<file path="config.mk">
export PLATFORM = sky130hd
export DESIGN_NAME = rv32_ctrl_fsm
export DESIGN_NICKNAME = d
export VERILOG_FILES = /design/src/rtl/rv32_ctrl_fsm.sv
export SDC_FILE = /design/constraint.sdc
export NUM_CORES = 1
export LEC_CHECK = 0
export CAP_MARGIN = 20
export CORE_AREA = 2 2 120 122
export DETAILED_ROUTE_END_ITERATION = 8
export DIE_AREA = 0 0 122 124
export PLACE_DENSITY = 0.86
export RECOVER_POWER = 25
export SETUP_SLACK_MARGIN = 0.15
export SYNTH_ARGS = -nofsm -noshare
export SYNTH_HDL_FRONTEND = slang
export SYNTH_SLANG_ARGS = --single-unit
</file>
<file path="constraint.sdc">
create_clock -name clk -period 7.89 [get_ports clk]
set_input_delay 1.1835 -clock clk [delete_from_list [all_inputs] [get_ports clk]]
set_output_delay 1.1835 -clock clk [all_outputs]
set_load 0.1 [all_outputs]
</file>
<file path="src/rtl/rv32_ctrl_fsm.sv">
// Multi-cycle RV32I control unit: fetch/decode/execute sequencing, one-hot ALUop
// generation, memory handshakes, write-back control and PC/branch redirect.
`timescale 1ns/1ps
module rv32_ctrl_fsm #(
    parameter logic [31:0] RESET_PC = 32'h0000_0000
) (
    input  logic        clk,
    input  logic        resetn,
    output logic        Inst_Req_Valid,
    input  logic        Inst_Req_Ready,
    input  logic [31:0] Instruction,
    input  logic        Inst_Valid,
    output logic        Inst_Ready,
    output logic [31:0] PC,
    output logic [11:0] ALUop,
    output logic        alu_a_pc,
    output logic        alu_b_imm,
    output logic [31:0] imm,
    input  logic [31:0] alu_result,
    input  logic        alu_zero,
    output logic        MemRead,
    output logic        MemWrite,
    input  logic        Mem_Req_Ready,
    input  logic        Read_data_Valid,
    output logic        Read_data_Ready,
    output logic        RegWrite,
    output logic [1:0]  wb_sel,
    output logic [4:0]  rd
);

    typedef enum logic [8:0] {
        S_INIT = 9'b0_0000_0001,
        S_IF   = 9'b0_0000_0010,
        S_IW   = 9'b0_0000_0100,
        S_ID   = 9'b0_0000_1000,
        S_EX   = 9'b0_0001_0000,
        S_ST   = 9'b0_0010_0000,
        S_LD   = 9'b0_0100_0000,
        S_RDW  = 9'b0_1000_0000,
        S_WB   = 9'b1_0000_0000
    } state_t;

    state_t      state_q;
    logic [31:0] pc_q;
    logic [31:0] pc_d;
    logic [31:0] ir_q;
    logic [31:0] imm_q;
    logic [11:0] aluop_q;
    logic        a_pc_q;
    logic        b_imm_q;
    logic        regwrite_q;
    logic [1:0]  wb_sel_q;

    logic        dec_ok_s;
    logic [11:0] dec_aluop_s;
    logic        dec_a_pc_s;
    logic        dec_b_imm_s;
    logic [31:0] dec_imm_s;
    logic [1:0]  dec_wb_sel_s;
    logic        dec_load_s;
    logic        dec_store_s;
    logic        dec_branch_s;
    logic        dec_jal_s;
    logic        dec_jalr_s;
    logic        br_taken_s;
    logic        alu_lsb_unused_s;

    // funct3 -> ALUop; alt selects sub/sra
    function automatic logic [11:0] alu_f3(input logic [2:0] f3, input logic alt);
        case (f3)
            3'b000:  alu_f3 = alt ? 12'h002 : 12'h001;
            3'b001:  alu_f3 = 12'h100;
            3'b010:  alu_f3 = 12'h040;
            3'b011:  alu_f3 = 12'h080;
            3'b100:  alu_f3 = 12'h020;
            3'b101:  alu_f3 = alt ? 12'h400 : 12'h200;
            3'b110:  alu_f3 = 12'h008;
            3'b111:  alu_f3 = 12'h004;
            default: alu_f3 = 12'h001;
        endcase
    endfunction

    // Instruction decode from the latched IR
    always_comb begin
        dec_ok_s     = 1'b0;
        dec_aluop_s  = 12'h000;
        dec_a_pc_s   = 1'b0;
        dec_b_imm_s  = 1'b0;
        dec_imm_s    = 32'h0000_0000;
        dec_wb_sel_s = 2'd0;
        dec_load_s   = 1'b0;
        dec_store_s  = 1'b0;
        dec_branch_s = 1'b0;
        dec_jal_s    = 1'b0;
        dec_jalr_s   = 1'b0;
        case (ir_q[6:0])
            7'b0110011: begin
                dec_ok_s    = 1'b1;
                dec_aluop_s = alu_f3(ir_q[14:12], ir_q[30]);
            end
            7'b0010011: begin
                dec_ok_s    = 1'b1;
                dec_b_imm_s = 1'b1;
                dec_aluop_s = alu_f3(ir_q[14:12], ir_q[30] & (ir_q[14:12] == 3'b101));
                // shift-immediates carry funct7 in imm[11:5]; only shamt goes to the ALU
                if (ir_q[13:12] == 2'b01) begin
                    dec_imm_s = {27'd0, ir_q[24:20]};
                end else begin
                    dec_imm_s = {{20{ir_q[31]}}, ir_q[31:20]};
                end
            end
            7'b0110111: begin
                dec_ok_s    = 1'b1;
                dec_aluop_s = 12'h800;
                dec_b_imm_s = 1'b1;
                dec_imm_s   = {ir_q[31:12], 12'd0};
            end
            7'b0010111: begin
                dec_ok_s    = 1'b1;
                dec_aluop_s = 12'h010;
                dec_a_pc_s  = 1'b1;
                dec_b_imm_s = 1'b1;
                dec_imm_s   = {ir_q[31:12], 12'd0};
            end
            7'b0000011: begin
                dec_ok_s     = 1'b1;
                dec_load_s   = 1'b1;
                dec_aluop_s  = 12'h001;
                dec_b_imm_s  = 1'b1;
                dec_wb_sel_s = 2'd1;
                dec_imm_s    = {{20{ir_q[31]}}, ir_q[31:20]};
            end
            7'b0100011: begin
                dec_ok_s    = 1'b1;
                dec_store_s = 1'b1;
                dec_aluop_s = 12'h001;
                dec_b_imm_s = 1'b1;
                dec_imm_s   = {{20{ir_q[31]}}, ir_q[31:25], ir_q[11:7]};
            end
            7'b1100011: begin
                if (ir_q[14:13] != 2'b01) begin
                    dec_ok_s     = 1'b1;
                    dec_branch_s = 1'b1;
                    dec_aluop_s  = ir_q[14] ? (ir_q[13] ? 12'h080 : 12'h040) : 12'h002;
                    dec_imm_s    = {{19{ir_q[31]}}, ir_q[31], ir_q[7], ir_q[30:25], ir_q[11:8], 1'b0};
                end else begin
                    dec_ok_s = 1'b0;
                end
            end
            7'b1101111: begin
                dec_ok_s     = 1'b1;
                dec_jal_s    = 1'b1;
                dec_aluop_s  = 12'h001;
                dec_a_pc_s   = 1'b1;
                dec_b_imm_s  = 1'b1;
                dec_wb_sel_s = 2'd2;
                dec_imm_s    = {{11{ir_q[31]}}, ir_q[31], ir_q[19:12], ir_q[20], ir_q[30:21], 1'b0};
            end
            7'b1100111: begin
                dec_ok_s     = 1'b1;
                dec_jalr_s   = 1'b1;
                dec_aluop_s  = 12'h001;
                dec_b_imm_s  = 1'b1;
                dec_wb_sel_s = 2'd2;
                dec_imm_s    = {{20{ir_q[31]}}, ir_q[31:20]};
            end
            default: begin
                dec_ok_s = 1'b0;
            end
        endcase
    end

    // beq/bge/bgeu take on zero, the others on non-zero
    assign br_taken_s       = alu_zero ^ (ir_q[12] ^ ir_q[14]);
    assign alu_lsb_unused_s = alu_result[0];

    // Next PC at the end of EX
    always_comb begin
        pc_d = pc_q + 32'd4;
        if (dec_jalr_s) begin
            pc_d = {alu_result[31:1], 1'b0};
        end else if (dec_jal_s || (dec_branch_s && br_taken_s)) begin
            pc_d = pc_q + imm_q;
        end else begin
            pc_d = pc_q + 32'd4;
        end
    end

    // Control FSM with registered datapath controls
    always_ff @(posedge clk or negedge resetn) begin
        if (!resetn) begin
            state_q    <= S_INIT;
            pc_q       <= RESET_PC;
            ir_q       <= 32'h0000_0000;
            imm_q      <= 32'h0000_0000;
            aluop_q    <= 12'h000;
            a_pc_q     <= 1'b0;
            b_imm_q    <= 1'b0;
            wb_sel_q   <= 2'd0;
            regwrite_q <= 1'b0;
        end else begin
            aluop_q    <= 12'h000;
            regwrite_q <= 1'b0;
            case (state_q)
                S_INIT: state_q <= S_IF;
                S_IF: begin
                    if (Inst_Req_Ready) state_q <= S_IW;
                end
                S_IW: begin
                    if (Inst_Valid) begin
                        ir_q    <= Instruction;
                        state_q <= S_ID;
                    end
                end
                S_ID: begin
                    if (dec_ok_s) begin
                        state_q  <= S_EX;
                        aluop_q  <= dec_aluop_s;
                        a_pc_q   <= dec_a_pc_s;
                        b_imm_q  <= dec_b_imm_s;
                        imm_q    <= dec_imm_s;
                        wb_sel_q <= dec_wb_sel_s;
                    end else begin
                        state_q <= S_IF;
                        pc_q    <= pc_q + 32'd4;
                    end
                end
                S_EX: begin
                    pc_q <= pc_d;
                    if (dec_load_s) begin
                        state_q <= S_LD;
                    end else if (dec_store_s) begin
                        state_q <= S_ST;
                    end else if (dec_branch_s) begin
                        state_q <= S_IF;
                    end else begin
                        state_q    <= S_WB;
                        regwrite_q <= (ir_q[11:7] != 5'd0);
                    end
                end
                S_ST: begin
                    if (Mem_Req_Ready) state_q <= S_IF;
                end
                S_LD: begin
                    if (Mem_Req_Ready) state_q <= S_RDW;
                end
                S_RDW: begin
                    if (Read_data_Valid) begin
                        state_q    <= S_WB;
                        regwrite_q <= (ir_q[11:7] != 5'd0);
                    end
                end
                S_WB:    state_q <= S_IF;
                default: state_q <= S_INIT;
            endcase
        end
    end

    assign Inst_Req_Valid  = (state_q == S_IF);
    assign Inst_Ready      = (state_q == S_IW);
    assign MemWrite        = (state_q == S_ST);
    assign MemRead         = (state_q == S_LD);
    assign Read_data_Ready = (state_q == S_RDW);
    assign PC              = pc_q;
    assign ALUop           = aluop_q;
    assign alu_a_pc        = a_pc_q;
    assign alu_b_imm       = b_imm_q;
    assign imm             = imm_q;
    assign RegWrite        = regwrite_q;
    assign wb_sel          = wb_sel_q;
    assign rd              = ir_q[11:7];

endmodule
</file>
Yosys cells after proc, flatten, opt, wreduce, memory -nomap -nowiden

Cells that the tools add are included.

Register bits: 122
Input bits: 71
Word-level logic and storage cells: 108

Add/subtract/negate cells: 2
Equal/unequal tests: 33
Mux-type cells: 44
Bitwise operators: 3
Reductions and logical operators: 17

Operator list:

| operator                                            | count |
|---|---|
| case mux 12 bit (8 select lines)                    | 2 |
| case mux 32 bit (6 select lines)                    | 1 |
| 2-to-1 mux 32 bit                                   | 5 |
| 2-to-1 mux 9 bit                                    | 8 |
| case mux 12 bit (6 select lines)                    | 1 |
| case mux 9 bit (8 select lines)                     | 1 |
| case mux 32 bit (2 select lines)                    | 1 |
| adder 32 x 3 -> 32 bit, second input constant       | 1 |
| adder 32 bit                                        | 1 |
| 2-to-1 mux 12 bit                                   | 2 |
| 2-to-1 mux 8 bit                                    | 3 |
| 2-to-1 mux 11 bit                                   | 2 |
| equality test 7 x 6 -> 1 bit, second input constant | 3 |
| equality test 7 bit, second input constant          | 3 |
| equality test 7 x 5 -> 1 bit, second input constant | 2 |
| equality test 3 bit, second input constant          | 4 |
| 2-to-1 mux 1 bit                                    | 12 |
| OR reduction 2 bit                                  | 5 |
| equality test 9 x 1 -> 1 bit, second input constant | 1 |
| equality test 9 x 2 -> 1 bit, second input constant | 1 |
| equality test 9 x 3 -> 1 bit, second input constant | 1 |
| equality test 9 x 4 -> 1 bit, second input constant | 1 |
| equality test 9 x 5 -> 1 bit, second input constant | 1 |
| equality test 9 x 6 -> 1 bit, second input constant | 1 |
| other kinds (25)                                    | 36 |

Longest topological paths before layout

Depth in word-level cells: 8
Gate-level depth with buffers: 12
Mapped depth without buffers: 12

Worst setup path after synthesis

Ideal clock, no wire load.

Kind: register -> register
Start point: reg imm_q[0] (netlist: imm[0])
End point: reg pc_q[30] (netlist: PC[30])
Setup time: 82 ps
Data arrival time: 3364 ps
Required time: 7808 ps
Path slack: 4444 ps
Stages on the path, launching flop included: 13
Buffers on the path: 0
Period minus slack after synthesis: 3446 ps
Path through: dfrtp_1 -> ha_1 -> inv_1 -> fa_1 -> nor2b_1 -> o2111ai_1 -> a21boi_0 -> a211oi_1 -> o311a_1 -> o31ai_1 -> xor2_1 -> nand2_1 -> a31oi_1

Word-level cells in the longest chain between the ends: 4

RTL lines:

| element                          | line | source |
|---|---|---|
| start: declaration               | 47   | `logic [31:0] imm_q;` |
| start signal: assignment         | 221  | `imm_q <= dec_imm_s;` |
| adder 32 bit                     | 183  | `pc_d = pc_q + imm_q;` |
| 2-to-1 mux 32 bit                | 182  | `end else if (dec_jal_s \|\| (dec_branch_s && br_taken_s)) begin` |
| 2-to-1 mux 32 bit                | 180  | `if (dec_jalr_s) begin` |
| case mux 32 bit (2 select lines) | 204  | `case (state_q)` |
| end signal: assignment           | 225  | `pc_q <= pc_q + 32'd4;` |
| end signal: assignment           | 229  | `pc_q <= pc_d;` |
| end: declaration                 | 44   | `logic [31:0] pc_q;` |

No other way between the ends.
A chain may end at the register's enable or synchronous reset.

Worst setup path in the final report

Start point: reg state_q[8]
End point: reg pc_q[26] (netlist: PC[26])

Word-level cells in the longest chain between the ends: 3

RTL lines:

| element                                                                      | line | source |
|---|---|---|
| start: declaration                                                           | 43   | `state_t state_q;` |
| start signal: assignment                                                     | 192  | `state_q <= S_INIT;` |
| start signal: assignment                                                     | 205  | `S_INIT: state_q <= S_IF;` |
| start signal: assignment                                                     | 207  | `if (Inst_Req_Ready) state_q <= S_IW;` |
| equality test 9 x 4 -> 1 bit or equality test 9 x 5 -> 1 bit (tied branches) | 204  |  |
| != test 2 bit (no line) or nonzero test 2 bit (tied branches)                | --   |  |
| AND reduction 2 bit (no line)                                                | --   |  |

Several ways; a longest one is shown, not always the timed one.

==> metrics list <==
- The first global-routing pass estimated 37200 um of wire.
* Most frequent cell after synthesis: sky130_fd_sc_hd__dfrtp_1
- The tool flagged a number of max-cap violations equal to 2.
- During placement, the flow inserted port buffers numbering 160.
* Antenna violations before repair: 0
- Iteration count of the initial detailed-routing pass: 5
- Placement Setup Slack: about 3.8 ns
- Worst setup path class: register to register
* Maximum operating frequency: approximately 0.24 GHz
- For this run, the post-layout net count is between 1k and 1.5k.
- Of the total power, the share spent switching nets is about 36%.
- Setup total negative slack on the finished layout was measured at 0 ns.
- Internal power consumption: about 1.4 mW
- The post-route netlist has 8.51% of its cells at a drive strength greater than 1.
* Endpoints failing setup: 0
- Headroom to the max-slew limit came out at -117%.
* Commonest cells in the synthesized netlist: 121 x sky130_fd_sc_hd__dfrtp_1, 106 x sky130_fd_sc_hd__nand2_1, 90 x sky130_fd_sc_hd__o21ai_0
- 0 antenna diodes ended up in the layout.
- CTS built an H-tree with a depth of 4.
- Clock tree from TritonCTS: built
* Arrival @ worst endpoint: between 4 and 5 ns
- The via count of the first global-routing pass came to 7197.
- Flip-flop and latch count after synthesis: about 120
* Combined global-route utilization of all metal layers: about a third
- Summed over all cells, the static leakage comes to between 4 and 5 nW.
- Entering global routing, the biggest net connects 76 pins.
* Root Driver: sky130_fd_sc_hd__clkbuf_16
* Min-delay worst type: register to register
- Detailed-placement wirelength estimate: 16900 um
* Yosys top cell area share: 39.7%
* Synth Instances: roughly 870
- Post-CTS resize count: 0
- For this configuration, the core starts out at a cell density of 55.6%.
- The clock reaches the later pin of the worst-skew pair after 0.42 ns.
- Maximum vdd drop: 0.261 mV
* Maximum fanout along the worst path: 11
- Final wirelength: between 20000 and 25000 um
* Number of primary I/O pins: between 150 and 200
* Pwr dens: about 220 mW/mm2
- In the global route stage, met1 resource usage came out at 43.1%.
- The share of the Yosys chip area taken by registers is around 40%.
- Met3 routing resource usage after global routing: ~7.6%
* Leading register cell type out of synthesis: sky130_fd_sc_hd__dfrtp_1
- The netlist uses 74 different library cells.
- Slowest stage delay, CP: approximately 1.1 ns
- In the synthesized netlist the async set-or-reset flop fraction comes to 100%.
* Synthesized area divided by synthesized cell count: around 8.8 um2
- Final worst setup slack: 3.77 ns
- Fin Clk Skew: roughly 0.0072 ns
- For this design, the CTS-stage hold fixing added 0 buffers.
- 1st-iter DRT viols: 959
* Top delay family on crit path: simple AND/OR/NAND/NOR gates
* Synth Cell Area: approximately 0.0076 mm2
- Synth Warn #: 0
- In the routed design, unresolved DRC markers number 0.
- Unrepaired setup endpoints after global routing: false
- The total overflow left after global routing is 0.
* Required time worst endpoint: ~8.2 ns
- Setup Buffers After CTS: 0
- Part of the power in the clock network: 34.3%
- Period utilisation layout: between 50% and 60%
- Clock-pin slew on the worst setup and hold paths: around 0.060 ns
- Clock tree synthesis found a total of roughly 120 sinks.
- The congestion estimate from routability-driven global placement came to 0.948.
* Number of buffer and inverter instances along the worst setup path: 0
* Worst path slowest cell: sky130_fd_sc_hd__nor3b_1
- The detail route stage leaves a number of antenna-violating nets equal to 0.
* Vias per inst: approximately 6.3
- Summed over all nets, the switching power comes to about 0.80 mW.
* Core occupancy in the finished layout: a little under three quarters
- TritonCTS created 17 clock buffers.
* Worst-Margin Slew: 3.25 ns
- The synthesized design spends more area on one cell type than any other, namely sky130_fd_sc_hd__dfrtp_1.
- In this run the standard cell core region covers roughly 0.014 mm2.
* Net count after synthesis: 970
* Logic pwr share: about a quarter
- Die height: 124 um
* Result of the run: finished, violations left
* Top Usage Layer GRT: met2
- Area delta synth->final: 29.4%
- Counting along the longest clock path gives a buffer depth of 2.
- STA classifies the critical path startpoint as a register.
- In the final routed layout, each cell accounts on average for around 20 um.
- Horizontal die dimension: between 100 and 150 um
- Violations in the final reports: max-capacitance violations, max-slew violations
- The count of endpoints failing hold in the final timing report is 0.
* Number of rows created at floorplan: between 40 and 50
- Cells taking the most area after synthesis: sky130_fd_sc_hd__dfrtp_1 40%, sky130_fd_sc_hd__o21ai_0 5.9%, sky130_fd_sc_hd__a21oi_1 5.4%
- Via count: 7604
- Kind of end point of the critical path: register
- The worst path needs about 4.1 ns of the cycle, external delays included.
- Yosys mapped a number of flops with a built-in enable equal to 0.
- Fin. max-slew vios: a little over 90
- Met2 Track Usage GR: roughly 50%
* Sequential share of power: roughly 39%
- Overall die area: 0.0151 mm2
* Critical Path, Cell by Cell: nor4_1, nand3_1, nor3b_1, nand3_1, nand2_1, nand2_1, nor4_1, a221oi_1, o21ai_0
[power by group through the flow]
stage	clock network (mW)	registers (mW)	logic [mW]
final	0.761	0.875	0.583
after global routing	0.798	0.889	0.622
after CTS	0.766	0.869	0.582
after detailed placement	0	0.880	0.579
after global placement	0	0.874	0.567
after floorplan	0	0.862	0.431
[cell usage in the layout (no fill, tap or decap), drive strengths merged, types with 11 or more instances in the layout]
cell	n
a21oi	83
ha	32
a22oi	11
o21ai	90
clkdlybuf4s50	157
clkbuf	23
inv	24
nand2	106
xor2	19
dfrtp	121
nand4	11
mux2	32
nand3	27
a31oi	12
nor2	57
nor3	29
o22ai	13
xnor2	12
[worst paths after layout]
path | slack (ns) | from | cells past startpoint | to
worst max register to register | 3.77 | state_q[8] | 9 | PC[26]
worst min register to register | 0.50 | ir_q[19] | 1 | ir_q[19]
max in group asynchronous | 3.91 | resetn | 2 | ir_q[0]
worst min-delay path | 0.50 | ir_q[19] | 1 | ir_q[19]
worst max-delay path | 3.77 | state_q[8] | 9 | PC[26]
min in group asynchronous | 1.84 | resetn | 1 | ALUop[11]
[worst reg2reg max path, cell delays in order, from the launching register on]
cell and delay [ns]:
sky130_fd_sc_hd__dfrtp_1 0.42, sky130_fd_sc_hd__nor4_1 0.39, sky130_fd_sc_hd__nand3_1 0.13, sky130_fd_sc_hd__nor3b_1 1.12, sky130_fd_sc_hd__nand3_1 0.42, sky130_fd_sc_hd__nand2_1 0.58
sky130_fd_sc_hd__nand2_1 0.42, sky130_fd_sc_hd__nor4_1 0.36, sky130_fd_sc_hd__a221oi_1 0.08, sky130_fd_sc_hd__o21ai_0 0.11
[sequential cells by signal (all words and copies together) (netlist names)]
signal,cells
state_q,9
ALUop,12
imm,32
ir_q,32
alu_a_pc,1
RegWrite,1
PC,32
alu_b_imm,1
wb_sel,2
[area by class of cell]
type	instances	area, um2
multi-input cells	678	4290
flip-flops and latches	122	3050
repair buffers	168	1650
well taps	180	225
inverters	22	82.6
clock inverters	11	120
clock buffers	21	450
fillers	1011	3850
[kinds of logic (layout without fill, tap and decap cells)]
logic type	after synthesis	after routing	share of synthesized area [%]
AOI/OAI and AO/OA	282	282	22.5
xor gates and xnor gates	31	31	3.56
adders and majority gates	33	33	5.51
buffers and inverters	66	222	3.74
DFF	122	122	40.0
muxes	35	35	5.12
and+or+nand+nor	297	297	19.5
[metal layers]
layer | part of all wire (%) | up-vias | wire (um)
li1 | - | 3479 | -
met4 | 3.6 | 0 | 858
met3 | 10 | 68 | 2430
met1 | 40 | 3590 | 9520
met5 | 0 | - | 0
met2 | 46 | 467 | 10800
[through the flow]
stage	cell area, um2	hold WS, ns	total power, mW	instances
after floorplan	7630	0.478	1.29	866
after global placement	9310	0.488	1.44	1170
after detailed placement	9310	0.482	1.46	1170
after CTS	9880	0.510	2.22	1202
after global routing	9870	0.539	2.31	1202
final	9870	0.504	2.22	1202
No activity file was read; power rests on OpenSTA's default activity.
